`src/rtl/lc3_execute.sv`:
```
// LC-3 execute stage: ALU, branch/jump target adder, NZP mask and stage registers; 1-cycle latency.
// Outputs hold while enable_execute=0. Operand forwarding compiled in only with `define LC3_EXEC_BYPASS_EN.
module lc3_execute (
    input  logic        clock,
    input  logic        reset,
    input  logic        enable_execute,
    input  logic [15:0] IR,
    input  logic [15:0] npc_in,
    input  logic [5:0]  E_Control,
    input  logic [1:0]  W_Control_in,
    input  logic        Mem_Control_in,
    input  logic [15:0] VSR1,
    input  logic [15:0] VSR2,
    input  logic        bypass_alu_1,
    input  logic        bypass_alu_2,
    input  logic        bypass_mem_1,
    input  logic        bypass_mem_2,
    input  logic [15:0] Mem_Bypass_Val,
    output logic [15:0] aluout,
    output logic [15:0] pcout,
    output logic [1:0]  W_Control_out,
    output logic        Mem_Control_out,
    output logic [15:0] M_Data,
    output logic [2:0]  dr,
    output logic [2:0]  NZP,
    output logic [15:0] IR_Exec,
    output logic [2:0]  sr1,
    output logic [2:0]  sr2
);

    logic [1:0]  alu_control;
    logic [1:0]  pcselect1;
    logic        pcselect2;
    logic        op2select;
    logic [3:0]  opcode;

    logic [15:0] vsr1_fwd;
    logic [15:0] vsr2_fwd;
    logic [15:0] op1;
    logic [15:0] op2;
    logic [15:0] pc_base;
    logic [15:0] pc_offset;

    logic [15:0] aluout_d,   aluout_q;
    logic [15:0] pcout_d,    pcout_q;
    logic [1:0]  w_ctrl_d,   w_ctrl_q;
    logic        mem_ctrl_d, mem_ctrl_q;
    logic [15:0] m_data_d,   m_data_q;
    logic [2:0]  dr_d,       dr_q;
    logic [2:0]  nzp_d,      nzp_q;
    logic [15:0] ir_exec_d,  ir_exec_q;

    assign alu_control = E_Control[5:4];
    assign pcselect1   = E_Control[3:2];
    assign pcselect2   = E_Control[1];
    assign op2select   = E_Control[0];
    assign opcode      = IR[15:12];

    // Source register indices go to the regfile in the same cycle, so they bypass the stage registers.
    assign sr1 = IR[8:6];
    always_comb begin
        sr2 = IR[2:0];
        if (opcode == 4'b0011 || opcode == 4'b0111 || opcode == 4'b1011)
            sr2 = IR[11:9];
    end

`ifdef LC3_EXEC_BYPASS_EN
    always_comb begin
        vsr1_fwd = VSR1;
        if (bypass_alu_1)      vsr1_fwd = aluout_q;
        else if (bypass_mem_1) vsr1_fwd = Mem_Bypass_Val;
        vsr2_fwd = VSR2;
        if (bypass_alu_2)      vsr2_fwd = aluout_q;
        else if (bypass_mem_2) vsr2_fwd = Mem_Bypass_Val;
    end
`else
    logic unused_bypass;
    assign unused_bypass = ^{bypass_alu_1, bypass_alu_2, bypass_mem_1, bypass_mem_2, Mem_Bypass_Val};
    assign vsr1_fwd = VSR1;
    assign vsr2_fwd = VSR2;
`endif

    assign op1 = vsr1_fwd;
    assign op2 = op2select ? vsr2_fwd : {{11{IR[4]}}, IR[4:0]};

    always_comb begin
        case (alu_control)
            2'b00:   aluout_d = op1 + op2;
            2'b01:   aluout_d = op1 & op2;
            2'b10:   aluout_d = ~op1;
            default: aluout_d = 16'h0000;
        endcase
    end

    always_comb begin
        case (pcselect1)
            2'b00:   pc_offset = {{5{IR[10]}}, IR[10:0]};
            2'b01:   pc_offset = {{7{IR[8]}},  IR[8:0]};
            2'b10:   pc_offset = {{10{IR[5]}}, IR[5:0]};
            default: pc_offset = 16'h0000;
        endcase
    end

    assign pc_base = pcselect2 ? npc_in : op1;
    assign pcout_d = pc_base + pc_offset;

    always_comb begin
        nzp_d = 3'b000;
        if (opcode == 4'b0000)      nzp_d = IR[11:9];
        else if (opcode == 4'b1100) nzp_d = 3'b111;
    end

    assign w_ctrl_d   = W_Control_in;
    assign mem_ctrl_d = Mem_Control_in;
    assign m_data_d   = vsr2_fwd;
    assign dr_d       = IR[11:9];
    assign ir_exec_d  = IR;

    always_ff @(posedge clock) begin
        if (!reset) begin
            aluout_q   <= 16'h0000;
            pcout_q    <= 16'h0000;
            w_ctrl_q   <= 2'b00;
            mem_ctrl_q <= 1'b0;
            m_data_q   <= 16'h0000;
            dr_q       <= 3'b000;
            nzp_q      <= 3'b000;
            ir_exec_q  <= 16'h0000;
        end else if (enable_execute) begin
            aluout_q   <= aluout_d;
            pcout_q    <= pcout_d;
            w_ctrl_q   <= w_ctrl_d;
            mem_ctrl_q <= mem_ctrl_d;
            m_data_q   <= m_data_d;
            dr_q       <= dr_d;
            nzp_q      <= nzp_d;
            ir_exec_q  <= ir_exec_d;
        end
    end

    assign aluout          = aluout_q;
    assign pcout           = pcout_q;
    assign W_Control_out   = w_ctrl_q;
    assign Mem_Control_out = mem_ctrl_q;
    assign M_Data          = m_data_q;
    assign dr              = dr_q;
    assign NZP             = nzp_q;
    assign IR_Exec         = ir_exec_q;

endmodule
```
`config.mk`:
```
export PLATFORM = sky130hd
export DESIGN_NAME = lc3_execute
export DESIGN_NICKNAME = d
export VERILOG_FILES = /design/src/rtl/lc3_execute.sv
export SDC_FILE = /design/constraint.sdc
export NUM_CORES = 1
export LEC_CHECK = 0
export ABC_AREA = 1
export CORE_MARGIN = 2
export CORE_UTILIZATION = 40
export CTS_CLUSTER_DIAMETER = 80
export DETAILED_ROUTE_END_ITERATION = 8
export HOLD_SLACK_MARGIN = 0.06
export PLACE_DENSITY = 0.72
export SLEW_MARGIN = 25
export SYNTH_ARGS = -nofsm -noshare
export SYNTH_HDL_FRONTEND = slang
export SYNTH_SLANG_ARGS = --single-unit
```
`constraint.sdc`:
```
create_clock -name clock -period 3.2 [get_ports clock]
set_clock_uncertainty 0.2 [all_clocks]
set_input_delay 0.48 -clock clock [delete_from_list [all_inputs] [get_ports clock]]
set_output_delay 0.48 -clock clock [all_outputs]
set_load 0.01 [all_outputs]
```
After elaboration in Yosys (flattened, before gate mapping)
Index checks and enable logic that the tools add are counted.
{ "totals": {"ff_bits": 73, "word_cells": 32, "input_bits": 96, "output_inout_bits": 79} }
{ "op_classes": {"mux": 7, "eq_ne": 8, "reduce_logical": 5, "add_sub_neg": 2, "bitwise": 2} }
{ "op_table": {"columns": ["op", "count"], "rows": [
  ["$pmux 16 s3", 2],
  ["$add 16x16->16", 2],
  ["$mux 16", 2],
  ["$and 16x16->16", 1],
  ["$not 16->16", 1],
  ["$mux 3", 3],
  ["$eq 4x4->1 const B", 2],
  ["$eq 2x1->1 const B", 2],
  ["$eq 2x2->1 const B", 2],
  ["$eq 4x2->1 const B", 1],
  ["$eq 4x3->1 const B", 1],
  ["$logic_not 2->1", 2],
  ["$logic_not 4->1", 1],
  ["$logic_or 1x1->1", 2]
]} }

Logic depth before layout (Yosys ltp)
{ "depth": {"ltp_word": 4, "mapped_depth": 17, "depth_no_buf": 17} }

Worst setup path after synthesis
OpenSTA, ideal clock, no wires.
{ "synth_path": {"path_type": "in2reg", "from": "input E_Control[1]", "to": "register pcout_q[10] (netlist: pcout[10])", "path_stages": 16, "arrival_time_ns": 2.368, "slack_ns": 0.523, "n_path_buf": 2, "path_cell_list": "buf_2 > buf_2 > mux2_2 > ha_1 > inv_1 > fa_1 > o21ai_2 > nand2_2 > nand2_2 > inv_2 > nor2_2 > nand2_1 > nand3_1 > nand3_1 > nand2_1 > inv_1"} }
{ "synth_between": {"elab_chain_len": 2} }
{ "synth_lines": {"columns": ["item", "line_no", "text"], "rows": [
  ["start, declared", "9", "input logic [5:0] E_Control,"],
  ["$mux 16", "104", "assign pc_base = pcselect2 ? npc_in : op1;"],
  ["$add 16x16->16", "105", "assign pcout_d = pc_base + pc_offset;"],
  ["end signal, assigned", "131", "pcout_q <= pcout_d;"],
  ["end, declared", "45", "logic [15:0] pcout_d, pcout_q;"]
]} }
No other way between the ends.
A chain may end at the register's enable or synchronous reset.

Worst setup path in the final report
{ "layout_path": {"from": "input E_Control[0]", "to": "register aluout_q[6] (netlist: aluout[6])"} }
{ "layout_between": {"elab_chain_len": 3, "word_cells_on_any_way": 4, "classes_between": "add/sub: 1; mux: 2; bitwise: 1"} }
{ "layout_lines": {"columns": ["item", "line_no", "text"], "rows": [
  ["$mux 16 *", "84", "assign op2 = op2select ? vsr2_fwd : {{11{IR[4]}}, IR[4:0]};"],
  ["$add 16x16->16 or $and 16x16->16 (tied branches)", "88, 89", null],
  ["$pmux 16 s3 *", "87", "case (alu_control)"],
  ["end signal, assigned", "130", "aluout_q <= aluout_d;"],
  ["end, declared", "44", "logic [15:0] aluout_d, aluout_q;"]
]} }
Every way passes the cells marked *; elsewhere a longest branch is shown, timed or not.

==> results by group <==
Status
  • Status: completed

Routing
  • Final WL: 15740 um
  • Vias per cell: 4.905
  • DR pass1 iterations: 5
  • DR DRC count: 0
  • Detailed router's first-iteration violation count: 270
  • Antenna-violating nets left: 0
  • Via count: 5400
  • Wire per inst: 14.30 um

Die
  • Core area: 12060 um^2
  • Die area: 13320 um^2
  • I/O pin count: 175
  • Overall die height: 115.4 um
  • Initial core utilization: 41.16%
  • DIE WIDTH: 115.4 um
  • Std cell rows: 40

Yosys
  • Mean Syn Cell Area: 6.365 um^2
  • Post-synthesis mux area share: 3.150%
  • Most frequent cell after synthesis: nand2_1
  • Sequential share of the synthesized area: 28.23%
  • Post-synth top cells: nand2_1, nor2_1, inv_1, dfxtp_1, o21ai_0
  • Combinational family with the most area after synthesis: simple AND/OR/NAND/NOR gates
  • Synthesized area: 4965 um^2
  • Simple logic cell fraction of the synthesized area: 30.80%
  • #FFs+latches synth: 70
  • Post-Synth Adder-Cell Area: 8.619%
  • Main flop type after synthesis: dfxtp_1
  • Post-Synth XOR/XNOR Area: 2.092%
  • Library cells used by synthesis: 41
  • Largest area contributor in the netlist: dfxtp_1
  • Share of the synthesized area in the top cell type: 28.23%
  • Synthesized netlist cell count: 780
  • Post-synth EDFFs: 0
  • Ys Warns: 0
  • Share of flip-flops with an asynchronous set or reset: 0%
  • Post-Synthesis Net Count: 909
  • Synth Area in Compound Gates: 15.88%
  • Top area cells in the synthesized netlist: dfxtp_1, nand2_1, nor2_1

Clock tree
  • CTS Buffer Depth: 2
  • Hold Buf Count CTS: 0
  • Inserted Clock Buffers: 9
  • Clk sinks: 70
  • Root Buffer: clkbuf_16
  • Post-CTS Resized: 0
  • CTS HTree Levels: 3
  • CTS tree: yes
  • Clk slew on worst S/H paths: 0.06 ns
  • Post-CTS setup buffers: 0
  • Worst skew pair latency: 0.34 ns

GRT
  • Total GRT Usage: 23.92%
  • Vias in the first global route: 4893
  • Antenna violations before repair: 0
  • Pin count of the biggest net entering global routing: 89
  • Grt ovf: 0
  • Global-route wire length before repair: 24630 um

Critical path
  • Worst EP arrival: 2.92 ns
  • R2R Setup Slk: 2.24 ns
  • CP endpoint kind: register
  • Crit path max fanout: 7
  • Startpoint Class: input pin
  • Worst Path Required: 3.27 ns
  • Setup CP Type: input pin to register

Power and ir drop
  • Seq pwr share: 31.3%
  • Int Pwr: 2.157 mW
  • Leak Pwr: 3.305 nW
  • Pwr/cell area: 445.0 nW/um^2
  • P_sw: 954.6 uW
  • Sw Ratio: 30.68%
  • Logic gate share of total power: 31.6%
  • Peak VDD IR: 253.0 uV
  • Clock Power Share: 37.1%

Timing
  • Fmax: 0.3513 GHz
  • Slew Viols, Final: 0
  • Slew @ Worst Pin: 0.8687 ns
  • RSZ-0062 raised after global routing: no
  • Final Hold Fails: 0
  • Final Critical Period: 2.847 ns
  • Final count of negative-setup-slack endpoints: 0
  • Setup WS post-layout: 0.3531 ns
  • Setup_tns: 0 ns
  • Worst slew slack as a fraction of its limit: 42.00%
  • Fin crit share: 88.97%

Placed design
  • Routability cong.: 0.9323
  • # port buffers: 154
  • Post-DP HPWL: 11880 um
  • Dpl ws: 0.03654 ns
  • Cells after DPL: 1085

Layout
  • Ratio of cells with drive above 1 in the final layout: 8.360%
  • Syn-to-layout area delta: 40.85%
  • Final cell count without fillers: 1101
  • Final Net Count: 1057
  • Ant. Diodes: 0

Job
  • Max-Cap Viols: 0

Hold path
  • HP Class: register to register
## cell type report
type,count,area [um^2]
Fill cell,1204,5069
Multi-Input combinational cell,579,3005
Timing Repair Buffer,172,1684
Sequential cell,70,1401
Inverter,96,360.3
Clock buffer,12,236.5
Tap cell,168,210.2
Clock inverter,4,95.09
## sequential cells by signal, indices dropped and copies added (netlist names)
name and count:
W_Control_out 2, dr 2, IR_Exec 14, Mem_Control_out 1
pcout 16, NZP 3, aluout 16, M_Data 16
## worst paths after layout
path | start | end | cells past startpoint
max | E_Control[0] | aluout[6]$_SDFFE_PN0P_ | 12
min | aluout[10]$_SDFFE_PN0P_ | aluout[10]$_SDFFE_PN0P_ | 2
max reg2reg | pcout[2]$_SDFFE_PN0P_ | pcout[2]$_SDFFE_PN0P_ | 4
min reg2reg | aluout[10]$_SDFFE_PN0P_ | aluout[10]$_SDFFE_PN0P_ | 2
## cells by family (layout without fill, tap and decap cells)
group | after synthesis | count (layout)
AO/OA/AOI/OAI | 146 | 146
flip-flops | 70 | 70
buffers and inverters | 131 | 284
multiplexers | 14 | 14
XOR/XNOR | 11 | 11
AND/OR/NAND/NOR | 375 | 375
adder cells (fa/ha/maj) | 33 | 33
## power by group through the flow
stage          clock network (mW)  registers, mW  logic, mW
2_1_floorplan                   0           1.02      0.536
3_3_place_gp                    0          0.990      0.969
3_5_place_dp                    0          0.991      0.974
4_1_cts                      1.18          0.974      0.982
5_1_grt                      1.21          0.981       1.09
6_report                     1.15          0.974      0.984
## worst max-delay path, stage by stage
cell and delay (ns):
clkdlybuf4s50_1 0.59, o21ai_0 0.19, ha_1 0.25, fa_1 0.41, nand3_1 0.10, nand3_2 0.13, nand2_1 0.10, nand2_2 0.08
xnor2_1 0.13, o21bai_1 0.21, nand2_1 0.10, a21oi_1 0.15
## per-stage QoR
stage | area (um^2) | total power, mW | utilization, % | hold WS (ns)
after CTS | 6993 | 3.131 | 57.98 | 0.2672
after floorplan | 4965 | 1.557 | - | 0.2873
final | 6993 | 3.112 | 57.98 | 0.2637
after global placement | 6661 | 1.959 | 55.23 | 0.2521
after global routing | 6993 | 3.283 | 57.98 | 0.2861
after detailed placement | 6661 | 1.965 | 55.23 | 0.2582
## cells in the final DEF, fill, tap and decap left out, drive strengths merged, types with 7 or more instances in the layout
master,count
clkdlybuf4s50,153
nor2,113
mux2,13
nand3,44
ha,31
buf,19
dfxtp,70
o22ai,7
a21oi,55
nand2,205
inv,95
clkbuf,12
o21ai,71
## per-layer routing
metal / GRT usage (%) / vias up / wire (um)
met5: 0 / - / 0
met4: 11.00 / 0 / 483
met3: 5.910 / 29 / 1143
met2: 35.95 / 169 / 6712
met1: 32.35 / 2397 / 7404
li1: - / 2805 / -
Note: power is estimated with default switching activity, not from simulation.
==> RTL edit 1, RTL diff (same settings) <==
Build with the macro `LC3_EXEC_BYPASS_EN` defined.
--- a/src/rtl/lc3_execute.sv
+++ b/src/rtl/lc3_execute.sv
@@ -1,5 +1,7 @@
 // LC-3 execute stage: ALU, branch/jump target adder, NZP mask and stage registers; 1-cycle latency.
 // Outputs hold while enable_execute=0. Operand forwarding compiled in only with `define LC3_EXEC_BYPASS_EN.
+`define LC3_EXEC_BYPASS_EN
+
 module lc3_execute (
     input  logic        clock,
     input  logic        reset,
Behaviour: not the same (Yosys sat finds a counterexample within 4 cycles, from zero or initial values and one cycle with reset low).
==> RTL edit 1 against the unedited design <==
Wire length grew 24%. Synthesized area grew 14%. Via count grew 25%. Total power grew 7.4%. Synthesized cell count grew 21%. Die area grew 13%. Combinational power grew 41%. Final area grew 22%. Sequential share of layout area shrank 3.6 points. Setup slack lost 0.18 ns. Final cell count grew 25%. Sequential cell count is the same. Maximum frequency shrank 6.1%. Critical path type unchanged. Largest power group is now combinational cells.
==> RTL edit 1: results (changes against the unedited design) <==
- Status: completed
- CP delay by family, top: buffers and inverters
- Top routing layer used: met4
- Signal inverters: 118 (+23%)
- Largest net degree at the start of global routing: 55 (-38%)
- Dpl hpwl: 15240 um (+28%)
- Net load switching power: 1.168 mW (+22%)
- Met3 wire len: 1612 um (+41%)
- Async SR Flop Fraction: 0% (unchanged)
- Clock share of power: 29.0% (-8.1 points)
- Port bufs: 174 (+13%)
- Synth Area in Compound Gates: 21.29% (+5.4 points)
- Met3 GRT Util: 4.972% (-0.94 points)
- WL met1: 8880 um (+20%)
- Multi-input gates: 704 (+22%)
- Overall routing resource usage: 25.36% (+1.4 points)
- GPL Wtd Cong: 0.9093 (-2.5%)
- DR WL met2: 8370 um (+25%)
- Num rows: 43 (+7.5%)
- Comb power: 1.39 mW (+41%)
- Pre-CTS setup slack: -0.1976 ns (-0.2341 ns)
- Pwr Density: 391.8 nW/um2 (-12%)
- Global-route wire length before repair: 30100 um (+22%)
- Register area share after synthesis: 24.82% (-3.4 points)
- Ratio of cells with drive above 1 in the final layout: 14.44% (+6.1 points)
- Worst EP arrival: 3.08 ns (+0.16 ns)
- Total power: 3.343 mW (+7.4%)
- Clock-cell share of area: 3.344% (-1.4 points)
- Syn nets: 1070 (+18%)
- CP Max Fanout: 11 (+4)
- Non-CTS buffers: 283 (+65%)
- Cells after Synth: 941 (+21%)
- Placed cell count: 1353 (+25%)
- Fraction of area in multi-input gates: 41.98% (-1.0 points)
- M1 GR Usage: 33.14% (+0.79 points)
- Placed cell area: 8182 um2 (+23%)
- Synth area leaders: dfxtp_1 25%, nand2_1 18%, o21ai_0 8.0%, inv_1 7.2%, ha_1 6.9%
- Top cells by count, synth: 273 x nand2_1, 108 x inv_1, 92 x nor2_1, 90 x o21ai_0, 70 x dfxtp_1
- Yosys warnings: 0 (unchanged)
- Number of fillers in the final layout: 1360 (+13%)
- Clock buffer depth: 2 (unchanged)
- Post-Synth XOR/XNOR Area: 1.396% (-0.70 points)
- Post-synthesis adder-cell area fraction: 7.578% (-1.0 points)
- Final nets: 1315 (+24%)
- Max incr delay on CP: 0.44 ns (-0.15 ns)
- Max rail drop VDD: 340.6 uV (+35%)
- Clock Buffer Count: 10 (-2)
- Static leakage: 4.167 nW (+26%)
- CTS Root Cell: clkbuf_16
- Number of global-route vias before repair: 6230 (+27%)
- Layout Cells excl Fill: 1371 (+25%)
- Met2 Track Usage GR: 40.30% (+4.4 points)
- DRT iter0 DRCs: 359 (+33%)
- Post-DR wirelength/cell: 14.22 um (-0.53%)
- Multiplexer area fraction after synthesis: 0% (-3.2 points)
- Non-clock buffers, area share: 30.39% (+6.3 points)
- Antenna diode count: 0 (unchanged)
- Worst-Margin Slew: 0.5489 ns (-0.3199 ns)
==> RTL edit 1: cell count changes in the layout (fill, tap and decap cells not counted), sizes merged, moves of 4 or more <==
cell / unedited run / this run
o211ai: 3 / 7
a21oi: 55 / 68
nand3: 44 / 62
clkdlybuf4s50: 153 / 173
buf: 19 / 110
mux2: 13 / 0
a22oi: 0 / 11
o21ai: 71 / 113
o22ai: 7 / 2
inv: 95 / 119
nor2: 113 / 93
nand2: 205 / 277
==> RTL edit 1: final timing paths <==
path / startpoint / to / slack, ns / depth (start not counted)
max reg2reg: aluout[0]$_SDFFE_PN0P_ / pcout[12]$_SDFFE_PN0P_ / 0.58 / 13
min reg2reg: IR_Exec[11]$_SDFFE_PN0P_ / IR_Exec[11]$_SDFFE_PN0P_ / 0.28 / 2
min: IR_Exec[11]$_SDFFE_PN0P_ / IR_Exec[11]$_SDFFE_PN0P_ / 0.28 / 2
max: bypass_mem_1 / pcout[11]$_SDFFE_PN0P_ / 0.17 / 20
==> RTL edit 2, RTL diff (same settings) <==
Without the edit above. Remove the case item `2'b00` of the case on `alu_control`.
--- a/src/rtl/lc3_execute.sv
+++ b/src/rtl/lc3_execute.sv
@@ -85,7 +85,6 @@
 
     always_comb begin
         case (alu_control)
-            2'b00:   aluout_d = op1 + op2;
             2'b01:   aluout_d = op1 & op2;
             2'b10:   aluout_d = ~op1;
             default: aluout_d = 16'h0000;
Function: changed (a bounded check fails within 4 cycles, from zero or initial values and one cycle with reset low).
==> RTL edit 2 against the unedited design <==
Via count is 16% lower. Global-route usage increased by 0.26 points. Wire length decreased by 16%. Core utilization is 0.32 points higher. Register-to-register slack improved by 0.06 ns. Final area is 15% lower. Sequential share of layout area is 3.5 points higher. Total power is 19% lower. Setup slack improved by 0.13 ns. First-iteration DRC count decreased by 3.3%. Sequential cell count stayed put. Non-clock buffer count decreased by 12. Synthesized area down 16%. Largest cell class unchanged. Highest routed layer unchanged.
==> RTL edit 2: results (changes against the unedited design) <==
- Status: completed
- Final nets: 891 (-16%)
- CTS H-tree lvls: 3 (unchanged)
- Max rail drop VDD: 231.6 uV (-8.4%)
- R2R Path Start: pcout[2]$_SDFFE_PN0P_
- Worst-path clk slew: 0.08 ns (+0.02 ns)
- Worst min path class: reg -> reg
- Global-route wire length before repair: 21640 um (-12%)
- Overall routing resource usage: 24.19% (+0.26 points)
- Syn nets: 754 (-17%)
- Antenna diode count: 0 (unchanged)
- Relative slew slack: 51.96% (+10 points)
- Reg2Reg Setup Slack: 2.30 ns (+0.06 ns)
- CP delay by family, top: buffers and inverters
- Synth Flop Type: dfxtp_1
- DRT iter0 DRCs: 261 (-3.3%)
- Top cells by count, synth: 155 x nand2_1, 96 x nor2_1, 78 x inv_1, 70 x dfxtp_1, 60 x o21ai_0
- Yosys warnings: 0 (unchanged)
- Worst reg-to-reg path cell count: 4 (unchanged)
- CP Capture Point: pcout[15]$_SDFFE_PN0P_
- CP Max Fanout: 18 (+11)
- Post-synthesis cell type count: 30 (-27%)
- Cts repair resizes: 0 (unchanged)
- Postcts setup bufs: 0 (unchanged)
- GPL Wtd Cong: 0.8959 (-3.9%)
- Vias per cell: 4.967 (+1.3%)
- Final wirelength: 13290 um (-16%)
- CTS Root Cell: clkbuf_8
- Register area share after synthesis: 33.66% (+5.4 points)
- Static leakage: 2.776 nW (-16%)
- Dpl hpwl: 9983 um (-16%)
- Port bufs: 154 (unchanged)
- Antenna violations before repair: 0 (unchanged)
- Ratio of cells with drive above 1 in the final layout: 6.266% (-2.1 points)
- Worst flop-to-flop path endpoint: pcout[2]$_SDFFE_PN0P_
- Critical Path Start: E_Control[1]
- TritonCTS Buffers: 9 (unchanged)
- Async SR Flop Fraction: 0% (unchanged)
- Clock buffer depth: 2 (unchanged)
- Clock Latency Late Sink: 0.36 ns (+0.02 ns)
- DR pass1 iterations: 4 (-1)
- Synth area leaders: dfxtp_1 34%, nand2_1 14%, nor2_1 8.7%, o21ai_0 7.2%, inv_1 7.0%
- Max incr delay on CP: 0.51 ns (-0.08 ns)
- Worst EP arrival: 2.77 ns (-0.15 ns)
- Number of global-route vias before repair: 4498 (-8.1%)
- Largest net degree at the start of global routing: 79 (-11%)
- Slowest stage cell on the critical path: clkdlybuf4s50_1
RTL edit 2: changes by cell type after synthesis, moves of 7 or more:
cell and delta:
nand2_1 -44, o22ai_1 -7, a21oi_1 -18, nor2_1 -15, inv_2 -14, ha_1 -14
RTL edit 2: worst min-delay path by stage:
| stage | from | end | slack, ns | depth (start not counted) |
|---|---|---|---|---|
| final | aluout[7]$_SDFFE_PN0P_ | aluout[7]$_SDFFE_PN0P_ | 0.27 | 2 |
| after global routing | aluout[14]$_SDFFE_PN0P_ | aluout[14]$_SDFFE_PN0P_ | 0.29 | 2 |
| after CTS | aluout[5]$_SDFFE_PN0P_ | aluout[5]$_SDFFE_PN0P_ | 0.27 | 2 |
| after detailed placement | aluout[5]$_SDFFE_PN0P_ | aluout[5]$_SDFFE_PN0P_ | 0.26 | 2 |
| after global placement | aluout[0]$_SDFFE_PN0P_ | aluout[0]$_SDFFE_PN0P_ | 0.26 | 2 |
| after floorplan | aluout[0]$_SDFFE_PN0P_ | aluout[0]$_SDFFE_PN0P_ | 0.29 | 2 |
RTL edit 2: per-layer routing:
| layer | track usage (%) | routed length [um] | up-vias |
|---|---|---|---|
| met3 | 5.028 | 790 | 24 |
| met2 | 41.61 | 6200 | 157 |
| met5 | 0 | 0 | - |
| li1 | - | - | 2312 |
| met4 | 8.741 | 340 | 0 |
| met1 | 29.86 | 5957 | 2067 |
RTL edit 2: cell families after synthesis:
logic type      count (synthesis)  share of synthesized area, %
compound gates                113                         14.52
xor+xnor                        3                        0.6313
fa+ha+maj                      18                         5.591
buf+inv                       115                         11.96
flops                          70                         33.66
mux                            14                         3.787
simple gates                  307                         29.85
RTL edit 2: area by class of cell:
class	count	area [um2]
repair buffers	160	1594
inverters	81	306.5
flip-flops and latches	70	1401
clock inverters	7	105.1
clock buffers	9	123.9
multi-input cells	455	2263
well taps	136	170.2
fillers	941	4267
RTL edit 2: through the flow:
step	hold slack [ns]	area [um2]	instances	utilization, %	setup slack (ns)
after floorplan	0.2873	4163	640	-	0.6247
after global placement	0.2553	5736	902	56.06	0.1526
after detailed placement	0.2584	5736	902	56.06	0.1171
after CTS	0.2706	5964	918	58.30	0.4916
after global routing	0.2900	5964	918	58.30	0.2188
final	0.2717	5964	918	58.30	0.4843
RTL edit 2: worst reg2reg max path, stage by stage (launching register included):
cell and delay [ns]:
dfxtp_1 0.32, nor2_1 0.08, nor2_1 0.05, o21ai_0 0.10, inv_1 0.06
RTL edit 2: power breakdown:
part / switching, mW / total, mW / internal (mW)
sequential: 0.0308 / 0.961 / 0.931
clock: 0.387 / 0.838 / 0.451
combinational: 0.383 / 0.734 / 0.351
